`src/rtl/ag32gbd_frame_scanner_if.sv`:
```
// Control, sampler and frame-BRAM signals of the frame scanner; master is the scanner's view.
// AG32GBD_SCAN_TEST_PATTERN_EN adds the TestMode control input.
interface ag32gbd_frame_scanner_if;
   logic        FrameStart;
   logic        FrameAbort;
   logic        Busy;
   logic        FrameDone;
   logic        TimeoutErr;
   logic        SampleStart;
   logic [6:0]  PixelX;
   logic [6:0]  PixelY;
   logic        SampleDone;
   logic [1:0]  SampledValue;
   logic        WrEn;
   logic [11:0] WrAddr;
   logic [7:0]  WrData;
`ifdef AG32GBD_SCAN_TEST_PATTERN_EN
   logic        TestMode;

   modport master (
      input  FrameStart, FrameAbort, SampleDone, SampledValue, TestMode,
      output Busy, FrameDone, TimeoutErr, SampleStart, PixelX, PixelY,
             WrEn, WrAddr, WrData
   );
   modport slave (
      output FrameStart, FrameAbort, SampleDone, SampledValue, TestMode,
      input  Busy, FrameDone, TimeoutErr, SampleStart, PixelX, PixelY,
             WrEn, WrAddr, WrData
   );
`else
   modport master (
      input  FrameStart, FrameAbort, SampleDone, SampledValue,
      output Busy, FrameDone, TimeoutErr, SampleStart, PixelX, PixelY,
             WrEn, WrAddr, WrData
   );
   modport slave (
      output FrameStart, FrameAbort, SampleDone, SampledValue,
      input  Busy, FrameDone, TimeoutErr, SampleStart, PixelX, PixelY,
             WrEn, WrAddr, WrData
   );
`endif
endinterface

```
`src/rtl/ag32gbd_frame_scanner.sv`:
```
// Raster-order frame sequencer: drives the pixel sampler, packs 4 pixels per byte into BRAM.
// Optional AG32GBD_SCAN_TEST_PATTERN_EN replaces sampling with a synthetic pattern.
module ag32gbd_frame_scanner #(
   parameter int WIDTH      = 128,
   parameter int HEIGHT     = 112,
   parameter int START_HOLD = 3,
   parameter int TIMEOUT    = 1023
) (
   input logic                     sys_clock,
   input logic                     sys_resetn,
   ag32gbd_frame_scanner_if.master bus
);

   localparam int CNT_MAX = (TIMEOUT > START_HOLD) ? TIMEOUT : START_HOLD;
   localparam int CNT_W   = $clog2(CNT_MAX + 1);

   localparam logic [6:0]       X_LAST    = 7'(WIDTH - 1);
   localparam logic [6:0]       Y_LAST    = 7'(HEIGHT - 1);
   localparam logic [CNT_W-1:0] HOLD_LAST = CNT_W'(START_HOLD - 1);
   localparam logic [CNT_W-1:0] TO_LAST   = CNT_W'(TIMEOUT - 1);
   localparam logic [CNT_W-1:0] TEST_CAP  = CNT_W'(1);
   localparam logic [13:0]      WIDTH_L   = 14'(WIDTH);

   typedef enum logic [2:0] {
      S_IDLE,
      S_START,
      S_WAIT_DONE,
      S_WAIT_LOW,
      S_ADVANCE,
      S_DONE
   } state_t;

   state_t state, next_state;

   logic             start_q, start_prev, done_prev;
   logic [6:0]       px, py;
   logic [CNT_W-1:0] cnt;
   logic [7:0]       byte_sr;
   logic             timeout_err;
   logic             test_q;
   logic [1:0]       pattern;
   logic [13:0]      lin;

   logic       start_edge, done_edge, last_px, last_pixel, abort;
   logic       accept, cnt_clr, shift_en, set_timeout, advance;
   logic [1:0] shift_val;

   assign start_edge = start_q & ~start_prev;
   assign done_edge  = bus.SampleDone & ~done_prev;
   assign last_px    = (px == X_LAST);
   assign last_pixel = last_px && (py == Y_LAST);
   assign abort      = (state != S_IDLE) && bus.FrameAbort;
   assign lin        = 14'(py) * WIDTH_L + 14'(px);

`ifdef AG32GBD_SCAN_TEST_PATTERN_EN
   // Test mode is latched at accept so the whole frame is either sampled or synthetic.
   always_ff @(posedge sys_clock or negedge sys_resetn) begin
      if (!sys_resetn)  test_q <= 1'b0;
      else if (accept)  test_q <= bus.TestMode;
   end
   assign pattern = px[4:3] ^ py[4:3];
`else
   assign test_q  = 1'b0;
   assign pattern = 2'b00;
`endif

   // NOTE: sequential state uses non-blocking assignments so every flop samples pre-edge values.
   always_ff @(posedge sys_clock or negedge sys_resetn) begin
      if (!sys_resetn) state <= S_IDLE;
      else             state <= next_state;
   end

   // NOTE: every always_comb output gets a default first, so no path can infer a latch.
   always_comb begin
      next_state      = state;
      accept          = 1'b0;
      cnt_clr         = 1'b0;
      shift_en        = 1'b0;
      shift_val       = 2'b00;
      set_timeout     = 1'b0;
      advance         = 1'b0;
      bus.SampleStart = 1'b0;
      bus.Busy        = 1'b0;
      bus.FrameDone   = 1'b0;
      bus.WrEn        = 1'b0;

      unique case (state)
         S_IDLE: begin
            if (start_edge && !bus.FrameAbort) begin
               accept     = 1'b1;
               cnt_clr    = 1'b1;
               next_state = S_START;
            end
         end
         S_START: begin
            bus.Busy        = 1'b1;
            bus.SampleStart = !test_q;
            if (test_q) begin
               if (cnt == TEST_CAP) begin
                  shift_en   = 1'b1;
                  shift_val  = pattern;
                  next_state = S_ADVANCE;
               end
            end else if (cnt == HOLD_LAST) begin
               cnt_clr    = 1'b1;
               next_state = S_WAIT_DONE;
            end
         end
         S_WAIT_DONE: begin
            bus.Busy = 1'b1;
            if (done_edge) begin
               shift_en   = 1'b1;
               shift_val  = bus.SampledValue;
               next_state = S_WAIT_LOW;
            end else if (cnt == TO_LAST) begin
               shift_en    = 1'b1;
               set_timeout = 1'b1;
               next_state  = S_ADVANCE;
            end
         end
         S_WAIT_LOW: begin
            bus.Busy = 1'b1;
            if (!bus.SampleDone) next_state = S_ADVANCE;
         end
         S_ADVANCE: begin
            bus.Busy   = 1'b1;
            bus.WrEn   = (px[1:0] == 2'b11);
            advance    = 1'b1;
            cnt_clr    = 1'b1;
            next_state = last_pixel ? S_DONE : S_START;
         end
         S_DONE: begin
            bus.FrameDone = 1'b1;
            next_state    = S_IDLE;
         end
         default: next_state = S_IDLE;
      endcase

      // Abort overrides all progress; the partial byte is dropped in the datapath.
      if (abort) begin
         next_state  = S_IDLE;
         shift_en    = 1'b0;
         set_timeout = 1'b0;
         advance     = 1'b0;
      end
   end

   always_ff @(posedge sys_clock or negedge sys_resetn) begin
      if (!sys_resetn) begin
         start_q     <= 1'b0;
         start_prev  <= 1'b0;
         done_prev   <= 1'b0;
         cnt         <= '0;
         px          <= '0;
         py          <= '0;
         byte_sr     <= '0;
         timeout_err <= 1'b0;
      end else begin
         start_q    <= bus.FrameStart;
         start_prev <= start_q;
         done_prev  <= bus.SampleDone;

         if (cnt_clr)
            cnt <= '0;
         else if (state == S_START || state == S_WAIT_DONE)
            cnt <= cnt + CNT_W'(1);

         if (accept) begin
            px          <= '0;
            py          <= '0;
            byte_sr     <= '0;
            timeout_err <= 1'b0;
         end else begin
            if (abort)         byte_sr <= '0;
            else if (shift_en) byte_sr <= {byte_sr[5:0], shift_val};

            if (set_timeout) timeout_err <= 1'b1;

            if (advance) begin
               if (last_px) begin
                  px <= '0;
                  py <= py + 7'd1;
               end else begin
                  px <= px + 7'd1;
               end
            end
         end
      end
   end

   assign bus.PixelX     = px;
   assign bus.PixelY     = py;
   assign bus.WrAddr     = lin[13:2];
   assign bus.WrData     = byte_sr;
   assign bus.TimeoutErr = timeout_err;

endmodule

```
`src/flat_wrapper.sv`:
```
// flat-port wrapper written by rule: the top's interface ports become plain ports
module ag32gbd_frame_scanner_flat 
#(
   parameter int WIDTH      = 128,
   parameter int HEIGHT     = 112,
   parameter int START_HOLD = 3,
   parameter int TIMEOUT    = 1023
)
  (sys_clock, sys_resetn, bus_FrameStart, bus_FrameAbort, bus_SampleDone, bus_SampledValue, bus_Busy, bus_FrameDone, bus_TimeoutErr, bus_SampleStart, bus_PixelX, bus_PixelY, bus_WrEn, bus_WrAddr, bus_WrData);
  ag32gbd_frame_scanner_if bus_i ();
  input logic sys_clock;
  input logic sys_resetn;
  input wire logic [$bits(bus_i.FrameStart)-1:0] bus_FrameStart;
  input wire logic [$bits(bus_i.FrameAbort)-1:0] bus_FrameAbort;
  input wire logic [$bits(bus_i.SampleDone)-1:0] bus_SampleDone;
  input wire logic [$bits(bus_i.SampledValue)-1:0] bus_SampledValue;
  output wire logic [$bits(bus_i.Busy)-1:0] bus_Busy;
  output wire logic [$bits(bus_i.FrameDone)-1:0] bus_FrameDone;
  output wire logic [$bits(bus_i.TimeoutErr)-1:0] bus_TimeoutErr;
  output wire logic [$bits(bus_i.SampleStart)-1:0] bus_SampleStart;
  output wire logic [$bits(bus_i.PixelX)-1:0] bus_PixelX;
  output wire logic [$bits(bus_i.PixelY)-1:0] bus_PixelY;
  output wire logic [$bits(bus_i.WrEn)-1:0] bus_WrEn;
  output wire logic [$bits(bus_i.WrAddr)-1:0] bus_WrAddr;
  output wire logic [$bits(bus_i.WrData)-1:0] bus_WrData;
  assign bus_i.FrameStart = bus_FrameStart;
  assign bus_i.FrameAbort = bus_FrameAbort;
  assign bus_i.SampleDone = bus_SampleDone;
  assign bus_i.SampledValue = bus_SampledValue;
  assign bus_Busy = bus_i.Busy;
  assign bus_FrameDone = bus_i.FrameDone;
  assign bus_TimeoutErr = bus_i.TimeoutErr;
  assign bus_SampleStart = bus_i.SampleStart;
  assign bus_PixelX = bus_i.PixelX;
  assign bus_PixelY = bus_i.PixelY;
  assign bus_WrEn = bus_i.WrEn;
  assign bus_WrAddr = bus_i.WrAddr;
  assign bus_WrData = bus_i.WrData;
  ag32gbd_frame_scanner #(.WIDTH(WIDTH), .HEIGHT(HEIGHT), .START_HOLD(START_HOLD), .TIMEOUT(TIMEOUT)) u_core (.sys_clock(sys_clock), .sys_resetn(sys_resetn), .bus(bus_i));
endmodule
```
`config.mk`:
```
export PLATFORM = sky130hd
export DESIGN_NAME = ag32gbd_frame_scanner_flat
export DESIGN_NICKNAME = d
export VERILOG_FILES = /design/src/rtl/ag32gbd_frame_scanner_if.sv /design/src/rtl/ag32gbd_frame_scanner.sv /design/src/flat_wrapper.sv
export SDC_FILE = /design/constraint.sdc
export NUM_CORES = 1
export LEC_CHECK = 0
export CORE_MARGIN = 3
export CORE_UTILIZATION = 55
export DETAILED_ROUTE_END_ITERATION = 12
export PLACE_DENSITY_LB_ADDON = 0.15
export SLEW_MARGIN = 20
export SYNTH_ARGS = -nofsm -noshare
export SYNTH_HDL_FRONTEND = slang
export SYNTH_SLANG_ARGS = --single-unit
```
`constraint.sdc`:
```
create_clock -name sys_clock -period 5.05 [get_ports sys_clock]
set_input_delay 1.515 -clock sys_clock [delete_from_list [all_inputs] [get_ports sys_clock]]
set_output_delay 1.515 -clock sys_clock [all_outputs]
set_load 0.01 [all_outputs]
```
### After elaboration in Yosys (flattened, before gate mapping)

Index checks and enable logic that the tools add are counted.

| cells by class | value |
|---|---|
| eq/ne operators | 14 |
| reductions and logical operators | 15 |
| add/sub/neg operators | 4 |
| mux-type cells | 40 |
| bitwise operators | 4 |

Operators by type and width:

| operator | count |
|---|---|
| two-way mux 7 bit | 6 |
| two-way mux 8 bit | 3 |
| two-way mux 3 bit | 7 |
| two-way mux 10 bit | 2 |
| two-way mux 1 bit | 18 |
| one-hot mux 3 bit (5 select lines) | 1 |
| adder 14 x 7 -> 14 bit | 1 |
| adder 7 x 1 -> 7 bit, second input constant | 2 |
| equality test 7 bit, second input constant | 2 |
| adder 10 x 1 -> 10 bit, second input constant | 1 |
| equality test 10 bit, second input constant | 1 |
| equality test 10 x 2 -> 1 bit, second input constant | 1 |
| nonzero test 2 bit | 4 |
| equality test 3 x 2 -> 1 bit, second input constant | 2 |
| equality test 3 bit, second input constant | 2 |
| inequality test 3 x 1 -> 1 bit, second input constant | 2 |
| nonzero test 3 bit | 2 |
| two-way mux 2 bit | 2 |
| inequality test 4 x 1 -> 1 bit, second input constant | 1 |
| AND reduction 4 bit | 1 |
| OR reduction 4 bit | 1 |
| equality test 3 x 1 -> 1 bit, second input constant | 1 |
| logical AND 1 bit | 3 |
| logical NOT 3 bit | 1 |
| 8 further kinds | 10 |

| word-level totals | value |
|---|---|
| register bits after elaboration | 39 |
| input port bits | 7 |

### Logic depth before layout (Yosys ltp)

Gate-level depths: netlist of run 1.

| logic depth | value |
|---|---|
| depth in word-level cells | 8 |
| mapped depth | 7 |
| depth with buffers taken out | 7 |

### Worst setup path after synthesis of run 1

No wires, ideal clock.

| timing | value |
|---|---|
| path type | input-to-reg |
| from | input port bus_FrameAbort |
| to | register u_core.py[6] (netlist: u_core.bus.PixelY[6]) |
| setup time | 125 ps |
| arrival time | 2589 ps |
| slack | 2336 ps |
| required time | 4925 ps |
| stages on the path | 6 |
| cell sequence | buf_4 nor2_2 nand3_4 a2111oi_2 xnor2_1 nor2_1 |

| on the way | value |
|---|---|
| word-level cells in the longest chain between the ends | 6 |
| elaborated cells on any way between the ends | 10 |
| classes of those cells | 4 x mux; 6 x reduce/logical |

RTL lines:

| element | line | RTL |
|---|---|---|
| start, declared | flat_wrapper.sv:14 | `input wire logic [$bits(bus_i.FrameAbort)-1:0] bus_FrameAbort;` |
| logical NOT 1 bit | ag32gbd_frame_scanner.sv:89 | `if (start_edge && !bus.FrameAbort) begin` |
| logical AND 1 bit | ag32gbd_frame_scanner.sv:89 |  |
| two-way mux 1 bit | ag32gbd_frame_scanner.sv:89 |  |
| two-way mux 1 bit | ag32gbd_frame_scanner.sv:87 | `unique case (state)` |
| nonzero test 2 bit (no source line) | n/a |  |
| AND reduction 2 bit (no source line) | n/a |  |
| end signal, assigned | ag32gbd_frame_scanner.sv:182 | `py <= py + 7'd1;` |
| end, declared | ag32gbd_frame_scanner.sv:36 | `logic [6:0] px, py;` |

Parallel ways exist; a longest one is shown, timed or not.
A chain may end at the register's enable or synchronous reset.

### Worst setup path in the final report of run 1

| timing | value |
|---|---|
| from | register u_core.state[0] |
| to | output port bus_WrEn |

| on the way | value |
|---|---|
| word-level cells in the longest chain between the ends | 2 |

RTL lines:

| element | line | RTL |
|---|---|---|
| start, declared | ag32gbd_frame_scanner.sv:33 | `state_t state, next_state;` |
| start signal, assigned | ag32gbd_frame_scanner.sv:70 | `else state <= next_state;` |
| equality test 3 bit | ag32gbd_frame_scanner.sv:87 |  |
| two-way mux 1 bit | ag32gbd_frame_scanner.sv:87 |  |
| end, declared | flat_wrapper.sv:23 | `output wire logic [$bits(bus_i.WrEn)-1:0] bus_WrEn;` |

Every way passes these cells.

==> out/qor.csv, run 1 <==
stage,metric,value,unit
layout,syn2layout_area_growth,22.1,%
timing,setup_viol,0,
floorplan,die_w,68.5,um
floorplan,rows,22,
synthesis,synth-main-ff-cell,dfrtp_1,
cts,cts_resized,0,
global_route,grt_first_pass_wirelength,7.20,mm
routing,drt-total-wl,4.24,mm
worst_hold_path,min_path_type,reg -> reg,
global_route,grt_pass1_vias,1584,
synthesis,yosys.area_share.simple,0.227,
synthesis,yosysMostFrequentCell,dfrtp_1,
critical_path,cp_cell_sequence,nor2_4 > and3_1 > clkdlybuf4s50_1,
synthesis,synth-edff-count,0,
global_route,grt_overflow,0,
placed_design,place_inst,287,
synthesis,netlist_top_cells_area,"dfrtp_1, buf_4, nor2_1",
critical_path,r2r-end,u_core.cnt[8]$_DFFE_PN0P_,
critical_path,crit_fanout,10,
power_and_ir_drop,power.density,371,nW/um^2
synthesis,synth_top_area_cell,dfrtp_1,
layout,final_area,2630,um^2
worst_hold_path,whs_endpoint,u_core.start_prev$_DFF_PN0_,
timing,skew,0.00774,ns
cts,postCtsHoldBufs,0,
critical_path,critPathKind,reg -> out,
global_route,grtUsageTotal,0.206,
critical_path,max_stage_delay,0.54,ns
cts,cts_buffer_depth,2,
power_and_ir_drop,ir_worst_vdd,0.302,mV
critical_path,critPathLaunchType,flop,
placed_design,place_ws,1.68,ns
placed_design,post_dp_cell_area,2540,um^2
cts,cts_sinks,39,
power_and_ir_drop,leakagePower,1.13,nW
timing,slew_viol_final,0,
synthesis,synth_compound_area_frac,0.143,
floorplan,io_pins,46,
critical_path,timing.rr.start,u_core.cnt[5]$_DFFE_PN0P_,
synthesis,ys_ff_latch,39,
routing,drc,0,
cts,clkTransAtPathRegs,0.08,ns
synthesis,syn_nets,222,
layout,fin_nets,257,
synthesis,yosys_warnings,0,
timing,fin_ws,1.73,ns
routing,dr.pass1.iters,4,
timing,fmax,301,MHz
cts,ctsRootBufferMaster,clkbuf_8,
timing,finalHoldWorstSlack,0.376,ns
floorplan,initial_core_util,0.579,
routing,drt-vias-per-instance,5.65,
floorplan,die_y,68.5,um
cts,clk_latency,0.30,ns
cts,cts_tree,built,
cts,cts_setup_buffers,0,
layout,drive_gt1_frac,0.0972,
critical_path,startpoint,u_core.state[0]$_DFFE_PN0P_,
timing,tightest_slew,0.838,ns
floorplan,die_area,4700,um^2
synthesis,netlist.area_leader.share,0.454,
synthesis,synthAdderAreaFrac,0.0233,
layout,antenna_cells,0,
placed_design,place_hpwl,3.07,mm
worst_hold_path,min_from,u_core.start_q$_DFF_PN0_,
synthesis,synth_top_family_by_area,simple AND/OR/NAND/NOR gates,
layout,stdcell_count,295,
routing,drtAntennaViolNets,0,
timing,rsz0062_at_grt,no,
placed_design,gp_congestion,0.791,
synthesis,ys_seq_area_frac,0.454,
synthesis,synth_cells,211,
floorplan,core,3720,um^2
synthesis,avgSynthCellArea,10.2,um^2
cts,cts_buffers,5,
critical_path,arrival,1.80,ns
critical_path,crit_path_top_delay_cell,dfrtp_1,
timing,slew-limit-headroom,0.442,
timing,period_share,0.657,
worst_hold_path,min_path_cells,0,
global_route,grt_max_degree,40,
timing,final-hold-violation-count,0,
critical_path,worstRegToRegCells,4,
run,maxCapViolCount,0,
run_status,outcome,completed,
timing,timing.final.crit_period,3.32,ns
synthesis,synthXorXnorAreaFrac,0.0733,
critical_path,required,3.54,ns
global_route,antenna_found_initial,0,
synthesis,ys_async_sr_fraction,1.00,
routing,drt_iter0_drc,94,
routing,wl_per_cell,14.4,um
synthesis,syn_area,2150,um^2
placed_design,port_buffers,45,
cts,h-tree-depth,2,
synthesis,synth_mux_area_frac,0.0145,
critical_path,end_kind,output pin,
critical_path,ff2ff_setup_slack,3.23,ns
routing,via_count,1668,
synthesis,synthDistinctLibCells,47,
synthesis,synthTopCellsByCount,"dfrtp_1, nor2_1, buf_4, nand2_1",
timing,setup_tns,0,ns
[worst max path at each step]
stage / to / slack, ns / cells past startpoint
2_1_floorplan: u_core.bus.PixelY[6]$_DFFE_PN0P_ / 2.34 / 6
6_report: bus_WrEn / 1.73 / 3
3_3_place_gp: u_core.bus.PixelY[5]$_DFFE_PN0P_ / 1.72 / 6
4_1_cts: bus_WrEn / 1.72 / 3
3_5_place_dp: u_core.bus.PixelY[6]$_DFFE_PN0P_ / 1.68 / 6
5_1_grt: bus_FrameDone / 1.61 / 3
[critical path, delay by kind of cell, from the launching register on]
kind,cells,cell delay [ns]
flip-flops,1,0.54
buffers and inverters,1,0.53
AND/OR/NAND/NOR,2,0.43
[routing by layer]
layer  part of all wire  GRT usage  wire, um  vias up
met2               0.49      0.325      2090       38
met1               0.45      0.270      1900      814
met5                  0          0         0        -
li1                   -          -         -      811
met3              0.038     0.0389       163        5
met4              0.018     0.0993        77        0
[sequential cells by signal, summed over array words and instances (netlist names)]
signal / flops
u_core.bus.PixelX: 7
u_core.bus.PixelY: 7
u_core.bus.TimeoutErr: 1
u_core.bus.WrData: 8
u_core.cnt: 10
u_core.done_prev: 1
u_core.start_prev: 1
u_core.start_q: 1
u_core.state: 3
[final cells by class]
cell class	instances	area, um^2
Fill cell	299	1090
Clock inverter	3	20.0
Tap cell	48	60.1
Inverter	6	22.5
Sequential cell	39	976
Multi-Input combinational cell	149	1030
Clock buffer	5	68.8
Timing Repair Buffer	45	445
[cells in the final DEF (no fill, tap or decap), drive strengths merged, types with 2 or more instances in the layout]
| cell | Yosys | final |
|---|---|---|
| a21oi | 6 | 6 |
| and3 | 5 | 5 |
| nand2 | 13 | 13 |
| ha | 4 | 4 |
| mux2i | 2 | 2 |
| clkdlybuf4s50 | 0 | 44 |
| inv | 6 | 6 |
| nor2 | 31 | 31 |
| nand3 | 11 | 11 |
| xnor2 | 8 | 8 |
| a2111oi | 2 | 2 |
| clkbuf | 1 | 5 |
| dfrtp | 39 | 39 |
| nand3b | 2 | 2 |
| clkinvlp | 0 | 2 |
| nand4 | 6 | 6 |
| nand2b | 4 | 4 |
| nor3 | 4 | 4 |
| and2b | 2 | 2 |
| a22o | 10 | 10 |
| o21ai | 7 | 7 |
| xor2 | 10 | 10 |
| a211oi | 4 | 4 |
| nor4 | 2 | 2 |
[stage by stage]
| stage | utilization | power, W |
|---|---|---|
| finish | 0.707 | 0.000974 |
| global placement | 0.683 | 0.000767 |
| detailed placement | 0.683 | 0.000774 |
| floorplan | - | 0.000655 |
| CTS | 0.707 | 0.000984 |
| global route | 0.707 | 0.00104 |
[cell families (layout without fill, tap and decap cells)]
| kind of cell | count (synthesis) | after routing |
|---|---|---|
| AO/OA/AOI/OAI | 38 | 38 |
| flip-flops | 39 | 39 |
| buffers and inverters | 23 | 59 |
| XOR/XNOR | 18 | 18 |
| multiplexers | 3 | 3 |
| adder cells (fa/ha/maj) | 4 | 4 |
| AND/OR/NAND/NOR | 86 | 86 |
[report_power, final]
group | total [W] | switching (W) | internal (W)
clock | 0.000208 | 0.000112 | 0.0000960
combinational | 0.000342 | 0.000173 | 0.000169
sequential | 0.000423 | 0.0000714 | 0.000352
(Power assumes the default switching activity.)
==> run 2: changes to the inputs <==
Settings changed: CORE_UTILIZATION 55 to 51.
Clock period 5.05 ns to 3.4 ns, I/O delays scaled along.
==> run 2 against run 1 <==
Effect of this change: clock power up 120%; global-route usage down 3.0 points; utilization down 1.3 points; critical path type unchanged; sequential share of layout area down 0.66 points; largest cell class unchanged; final area up 1.8%; flip-flop and latch count unchanged; register-to-register slack worse by 1.7 ns; final cell count unchanged; combinational power up 48%; die area up 7.1%.
==> out/qor.csv, run 2 (synthesis gave the netlist of run 1 again) <==
stage,metric,value,unit,change
layout,final_cell_mix,"clkdlybuf4s50_1, dfrtp_1, nor2_1, nand2_1",,
layout,syn2layout_area_growth,24.3,%,
timing,setup_tns,0,ns,unchanged
run,maxCapViolCount,0,,unchanged
layout,fin_nets,257,,unchanged
power_and_ir_drop,switchingPower,0.000525,W,+47%
worst_hold_path,whs_endpoint,u_core.start_prev$_DFF_PN0_,,
floorplan,initial_core_util,0.558,,-0.0207
cts,cts_sinks,39,,unchanged
critical_path,end_kind,output pin,,
cts,cts_tree,built,,
global_route,grt_pass1_vias,1546,,-2.4%
critical_path,required,2.38,ns,-1.16 ns
critical_path,cp_cell_sequence,nor2_4 > and3_1 > clkdlybuf4s50_1,,
layout,antenna_cells,0,,unchanged
power_and_ir_drop,seq_power_share,0.393,,-0.041
layout,drive_gt1_frac,0.0972,,unchanged
global_route,grt_max_degree,40,,unchanged
placed_design,port_buffers,45,,unchanged
critical_path,crit_family,flip-flops,,
critical_path,crit_path_top_delay_cell,dfrtp_1,,
worst_hold_path,min_path_cells,0,,unchanged
global_route,grt_first_pass_wirelength,7.12,mm,-1.1%
power_and_ir_drop,leakagePower,1.15,nW,+2.1%
placed_design,place_ws,0.517,ns,-1.16 ns
routing,drt-vias-per-instance,5.55,,-1.9%
timing,period_share,0.832,,
placed_design,place_hpwl,3.05,mm,-0.46%
routing,wl_per_cell,14.1,um,-2.1%
critical_path,critPathLaunchType,flop,,
run_status,outcome,completed,,
cts,postCtsHoldBufs,0,,unchanged
critical_path,worstRegToRegCells,4,,unchanged
cts,cts_resized,0,,unchanged
critical_path,cp_num_buf_inv,1,,unchanged
cts,cts_setup_buffers,0,,unchanged
floorplan,die_y,70.9,um,+3.5%
routing,via_count,1637,,-1.9%
timing,setup_viol,0,,unchanged
timing,timing.final.crit_period,2.83,ns,
critical_path,max_stage_delay,0.53,ns,about the same
routing,drtAntennaViolNets,0,,unchanged
floorplan,die_area,5030,um^2,+7.1%
timing,fmax,354,MHz,
critical_path,r2r-end,u_core.cnt[6]$_DFFE_PN0P_,,
cts,ctsRootBufferMaster,clkbuf_8,,
floorplan,io_pins,46,,unchanged
timing,finalHoldWorstSlack,0.382,ns,+0.00583 ns
critical_path,ff2ff_setup_slack,1.56,ns,-1.67 ns
worst_hold_path,min_path_type,reg -> reg,,
layout,fill_cells,304,,+1.7%
placed_design,gp_congestion,0.785,,-0.77%
power_and_ir_drop,pwr-share-comb,0.319,,-0.032
floorplan,core,3850,um^2,+3.7%
routing,drc,0,,unchanged
cts,clkTransAtPathRegs,0.08,ns,about the same
layout,multiInputGateArea,1030,um^2,unchanged
timing,slew_viol_final,0,,unchanged
routing,drt-total-wl,4.15,mm,-2.1%
global_route,grt_overflow,0,,unchanged
global_route,grtUsageTotal,0.176,,-0.0298
layout,regMostFlops,u_core.cnt,,
timing,tightest_slew,0.841,ns,+0.00316 ns
cts,cts_buffers,5,,unchanged
floorplan,die_w,70.9,um,+3.5%
cts,h-tree-depth,2,,unchanged
cts,clk_latency,0.29,ns,about the same
power_and_ir_drop,internal-power,0.00107,W,+73%
global_route,antenna_found_initial,0,,unchanged
layout,seqCellArea,976,um^2,unchanged
power_and_ir_drop,ir_worst_vdd,0.408,mV,+35%
power_and_ir_drop,clockPowerShare,0.288,,+0.074
layout,postLayoutCoreUtil,0.694,,-0.0129
placed_design,place_inst,287,,unchanged
cts,cts_buffer_depth,2,,unchanged
critical_path,timing.rr.start,u_core.cnt[5]$_DFFE_PN0P_,,
timing,rsz0062_at_grt,no,,
layout,final_common_cell,clkdlybuf4s50_1,,
worst_hold_path,min_from,u_core.start_q$_DFF_PN0_,,
timing,slew-limit-headroom,0.439,,-0.00210
layout,largest_reg_flops,10,,unchanged
timing,fin_ws,0.572,ns,-1.16 ns
power_and_ir_drop,power.density,595,nW/um^2,+60%
routing,drt_iter0_drc,125,,+33%
power_and_ir_drop,switching_share,0.330,,-0.0360
layout,stdcell_count,295,,unchanged
routing,dr.pass1.iters,4,,unchanged
critical_path,crit_fanout,11,,+1
critical_path,arrival,1.81,ns,about the same
critical_path,critPathKind,reg -> out,,
timing,final-hold-violation-count,0,,unchanged
timing,skew,0.00389,ns,-0.00385 ns
floorplan,rows,22,,unchanged
-- run 2: changes by cell type in the layout (fill, tap and decap cells not counted), sizes merged --
cell	delta
clkinvlp	-1
bufinv	+2
clkinv	-1
-- run 2: area by class of cell --
cell class | instances | share of cell area
clock buffers | 5 | 0.0257
clock inverters | 3 | 0.0253
inverters | 6 | 0.00842
multi-input cells | 149 | 0.387
flip-flops and latches | 39 | 0.365
well taps | 48 | 0.0225
repair buffers | 45 | 0.167
-- run 2: power groups by stage --
| stage | clock network [W] | logic (W) | registers, W |
|---|---|---|---|
| after floorplan | 0 | 0.000370 | 0.000602 |
| after global placement | 0 | 0.000505 | 0.000633 |
| after detailed placement | 0 | 0.000510 | 0.000637 |
| after CTS | 0.000466 | 0.000514 | 0.000627 |
| after global routing | 0.000483 | 0.000558 | 0.000642 |
| final | 0.000458 | 0.000507 | 0.000626 |
-- run 2: worst register-to-register path, delay by kind of cell, from the launching register on --
kind | cells | cell delay [ns]
simple gates | 3 | 0.60
compound gates | 1 | 0.64
flops | 1 | 0.45
-- run 2: through the flow --
step           cell area, um^2  total power [W]
2_1_floorplan             2150         0.000972
3_3_place_gp              2540          0.00114
3_5_place_dp              2540          0.00115
4_1_cts                   2670          0.00161
5_1_grt                   2670          0.00168
6_report                  2670          0.00159
-- run 2: routing by layer --
layer	up-vias	wire length (um)	track usage	share of wire
li1	801	-	-	-
met1	786	1850	0.241	0.45
met2	46	2040	0.284	0.49
met3	4	215	0.0341	0.052
met4	0	38	0.0501	0.0092
met5	-	0	0	0
-- run 2: worst max path at each step --
stage / start / end / slack (ns) / depth (start not counted)
floorplan: bus_FrameAbort / u_core.bus.PixelY[6]$_DFFE_PN0P_ / 1.18 / 6
global placement: bus_FrameAbort / u_core.bus.PixelY[5]$_DFFE_PN0P_ / 0.57 / 6
detailed placement: bus_FrameAbort / u_core.bus.PixelY[6]$_DFFE_PN0P_ / 0.52 / 6
CTS: u_core.state[1]$_DFFE_PN0P_ / bus_WrEn / 0.56 / 3
global route: u_core.state[2]$_DFFE_PN0P_ / bus_FrameDone / 0.46 / 3
finish: u_core.state[1]$_DFFE_PN0P_ / bus_WrEn / 0.57 / 3
==> run 3: changes to the inputs <==
Clock period 3.4 ns to 2.9 ns, I/O delays scaled along.
==> run 3 against run 2 <==
Effect of this change: register-to-register slack lost 0.54 ns; critical path type unchanged; die area is the same; flip-flop and latch count unchanged; utilization down 0.84 points; critical endpoint unchanged; largest power group unchanged; clock skew down 0.00085 ns.
==> out/qor.csv, run 3 (synthesis gave the netlist of run 1 again) <==
stage,metric,value,unit,change
run_status,outcome,completed,,
run,maxCapViolCount,0,,unchanged
critical_path,crit_family,flip-flops,,
critical_path,timing.rr.start,u_core.cnt[5]$_DFFE_PN0P_,,
placed_design,place_inst,289,,+0.70%
timing,setup_viol,0,,unchanged
critical_path,critPathLaunchType,flop,,
placed_design,gp_congestion,0.798,,+1.7%
floorplan,rows,22,,unchanged
routing,drc,0,,unchanged
critical_path,critPathKind,reg -> out,,
cts,cts_buffer_depth,2,,unchanged
floorplan,io_pins,46,,unchanged
floorplan,core,3850,um^2,unchanged
floorplan,die_w,70.9,um,unchanged
critical_path,cp_cell_sequence,nor2_4 > and3_1 > clkdlybuf4s50_1,,
layout,largest_reg_flops,10,,unchanged
routing,drt_iter0_drc,74,,-41%
routing,drt-vias-per-instance,5.48,,-1.2%
power_and_ir_drop,switchingPower,0.000618,W,+18%
critical_path,ff2ff_setup_slack,1.02,ns,-0.54 ns
cts,clk_latency,0.29,ns,about the same
power_and_ir_drop,clockPowerShare,0.214,,-0.074
power_and_ir_drop,power.density,642,nW/um^2,+7.8%
cts,h-tree-depth,2,,unchanged
cts,cts_setup_buffers,0,,unchanged
cts,cts_tree,built,,
layout,syn2layout_area_growth,22.8,%,
routing,via_count,1628,,-0.55%
global_route,grt_pass1_vias,1593,,+3.0%
power_and_ir_drop,total_power,0.00169,W,+6.5%
global_route,grtUsageTotal,0.174,,-0.00123
worst_hold_path,min_from,u_core.start_q$_DFF_PN0_,,
worst_hold_path,min_path_type,reg -> reg,,
timing,rsz0062_at_grt,no,,
floorplan,die_area,5030,um^2,unchanged
critical_path,crit_path_top_delay_cell,dfrtp_1,,
timing,slew_viol_final,0,,unchanged
worst_hold_path,min_path_cells,0,,unchanged
worst_hold_path,whs_endpoint,u_core.start_prev$_DFF_PN0_,,
power_and_ir_drop,ir_worst_vdd,0.359,mV,-12%
layout,antenna_cells,0,,unchanged
layout,regMostFlops,u_core.cnt,,
floorplan,die_y,70.9,um,unchanged
power_and_ir_drop,internal-power,0.00108,W,+1.1%
timing,timing.final.crit_period,2.66,ns,
layout,stdcell_count,297,,+0.68%
timing,tightest_slew,0.841,ns,-0.0000227 ns
timing,finalHoldWorstSlack,0.388,ns,+0.00668 ns
global_route,antenna_found_initial,0,,unchanged
floorplan,initial_core_util,0.558,,unchanged
cts,cts_buffers,5,,unchanged
critical_path,crit_fanout,11,,unchanged
routing,wl_per_cell,13.8,um,-1.9%
layout,fin_nets,259,,+0.78%
layout,final_cell_mix,"clkdlybuf4s50_1, dfrtp_1, nor2_1, nand2_1",,
routing,drt-total-wl,4.09,mm,-1.3%
cts,postCtsHoldBufs,0,,unchanged
cts,ctsRootBufferMaster,clkbuf_8,,
timing,setup_tns,0,ns,unchanged
timing,period_share,0.916,,
power_and_ir_drop,switching_share,0.365,,+0.0344
routing,dr.pass1.iters,4,,unchanged
critical_path,end_kind,output pin,,
critical_path,worstRegToRegCells,4,,unchanged
power_and_ir_drop,seq_power_share,0.429,,+0.036
layout,final_common_cell,clkdlybuf4s50_1,,
critical_path,r2r-end,u_core.cnt[7]$_DFFE_PN0P_,,
timing,fmax,377,MHz,
critical_path,max_stage_delay,0.53,ns,about the same
cts,cts_sinks,39,,unchanged
timing,final-hold-violation-count,0,,unchanged
power_and_ir_drop,leakagePower,1.14,nW,-1.2%
routing,drtAntennaViolNets,0,,unchanged
global_route,grt_first_pass_wirelength,7.15,mm,+0.39%
placed_design,place_hpwl,3.05,mm,-0.13%
global_route,grt_overflow,0,,unchanged
cts,cts_resized,0,,unchanged
layout,drive_gt1_frac,0.104,,+0.00725
cts,clkTransAtPathRegs,0.08,ns,about the same
placed_design,port_buffers,45,,unchanged
global_route,grt_max_degree,40,,unchanged
critical_path,required,2.03,ns,-0.35 ns
timing,slew-limit-headroom,0.439,,about the same
timing,skew,0.00304,ns,-0.000851 ns
critical_path,startpoint,u_core.state[1]$_DFFE_PN0P_,,
critical_path,cp_num_buf_inv,1,,unchanged
critical_path,arrival,1.79,ns,-0.02 ns
power_and_ir_drop,pwr-share-comb,0.356,,+0.037
-- run 3: changes by cell type in the layout (fill, tap and decap cells not counted), sizes merged --
| cell | before | now |
|---|---|---|
| clkinv | 0 | 1 |
| buf | 1 | 3 |
| bufinv | 2 | 0 |
| clkinvlp | 1 | 2 |
-- run 3: worst max-delay path by stage --
stage | to | slack (ns) | cells past startpoint
global route | bus_Busy | 0.17 | 3
finish | bus_WrEn | 0.24 | 3
detailed placement | u_core.bus.PixelY[6]$_DFFE_PN0P_ | 0.24 | 6
floorplan | u_core.bus.PixelY[6]$_DFFE_PN0P_ | 0.83 | 6
global placement | u_core.bus.PixelY[5]$_DFFE_PN0P_ | 0.30 | 6
CTS | bus_WrEn | 0.24 | 3
-- run 3: through the flow --
step / utilization / setup WS [ns] / area (um^2)
after floorplan: - / 0.831 / 2150
after global placement: 0.662 / 0.303 / 2550
after detailed placement: 0.662 / 0.241 / 2550
after CTS: 0.685 / 0.238 / 2640
after global routing: 0.685 / 0.165 / 2640
final: 0.685 / 0.244 / 2640
-- run 3: metal layers --
layer / part of all wire / wire (um) / GRT usage
met1: 0.45 / 1850 / 0.227
met2: 0.50 / 2030 / 0.291
met3: 0.041 / 167 / 0.0355
met4: 0.011 / 44 / 0.0585
met5: 0 / 0 / 0
-- run 3: power groups by stage --
stage / Combinational (W) / Sequential (W) / Clock, W
after global routing: 0.000662 / 0.000744 / 0.000395
after floorplan: 0.000434 / 0.000706 / 0
final: 0.000604 / 0.000728 / 0.000363
after global placement: 0.000604 / 0.000738 / 0
after CTS: 0.000610 / 0.000728 / 0.000370
after detailed placement: 0.000607 / 0.000738 / 0
-- run 3: area by class of cell --
type	instances	area (um^2)
Sequential cell	39	976
Multi-Input combinational cell	149	1030
Tap cell	48	60.1
Fill cell	328	1210
Inverter	6	22.5
Clock inverter	3	20.0
Timing Repair Buffer	47	460
Clock buffer	5	68.8
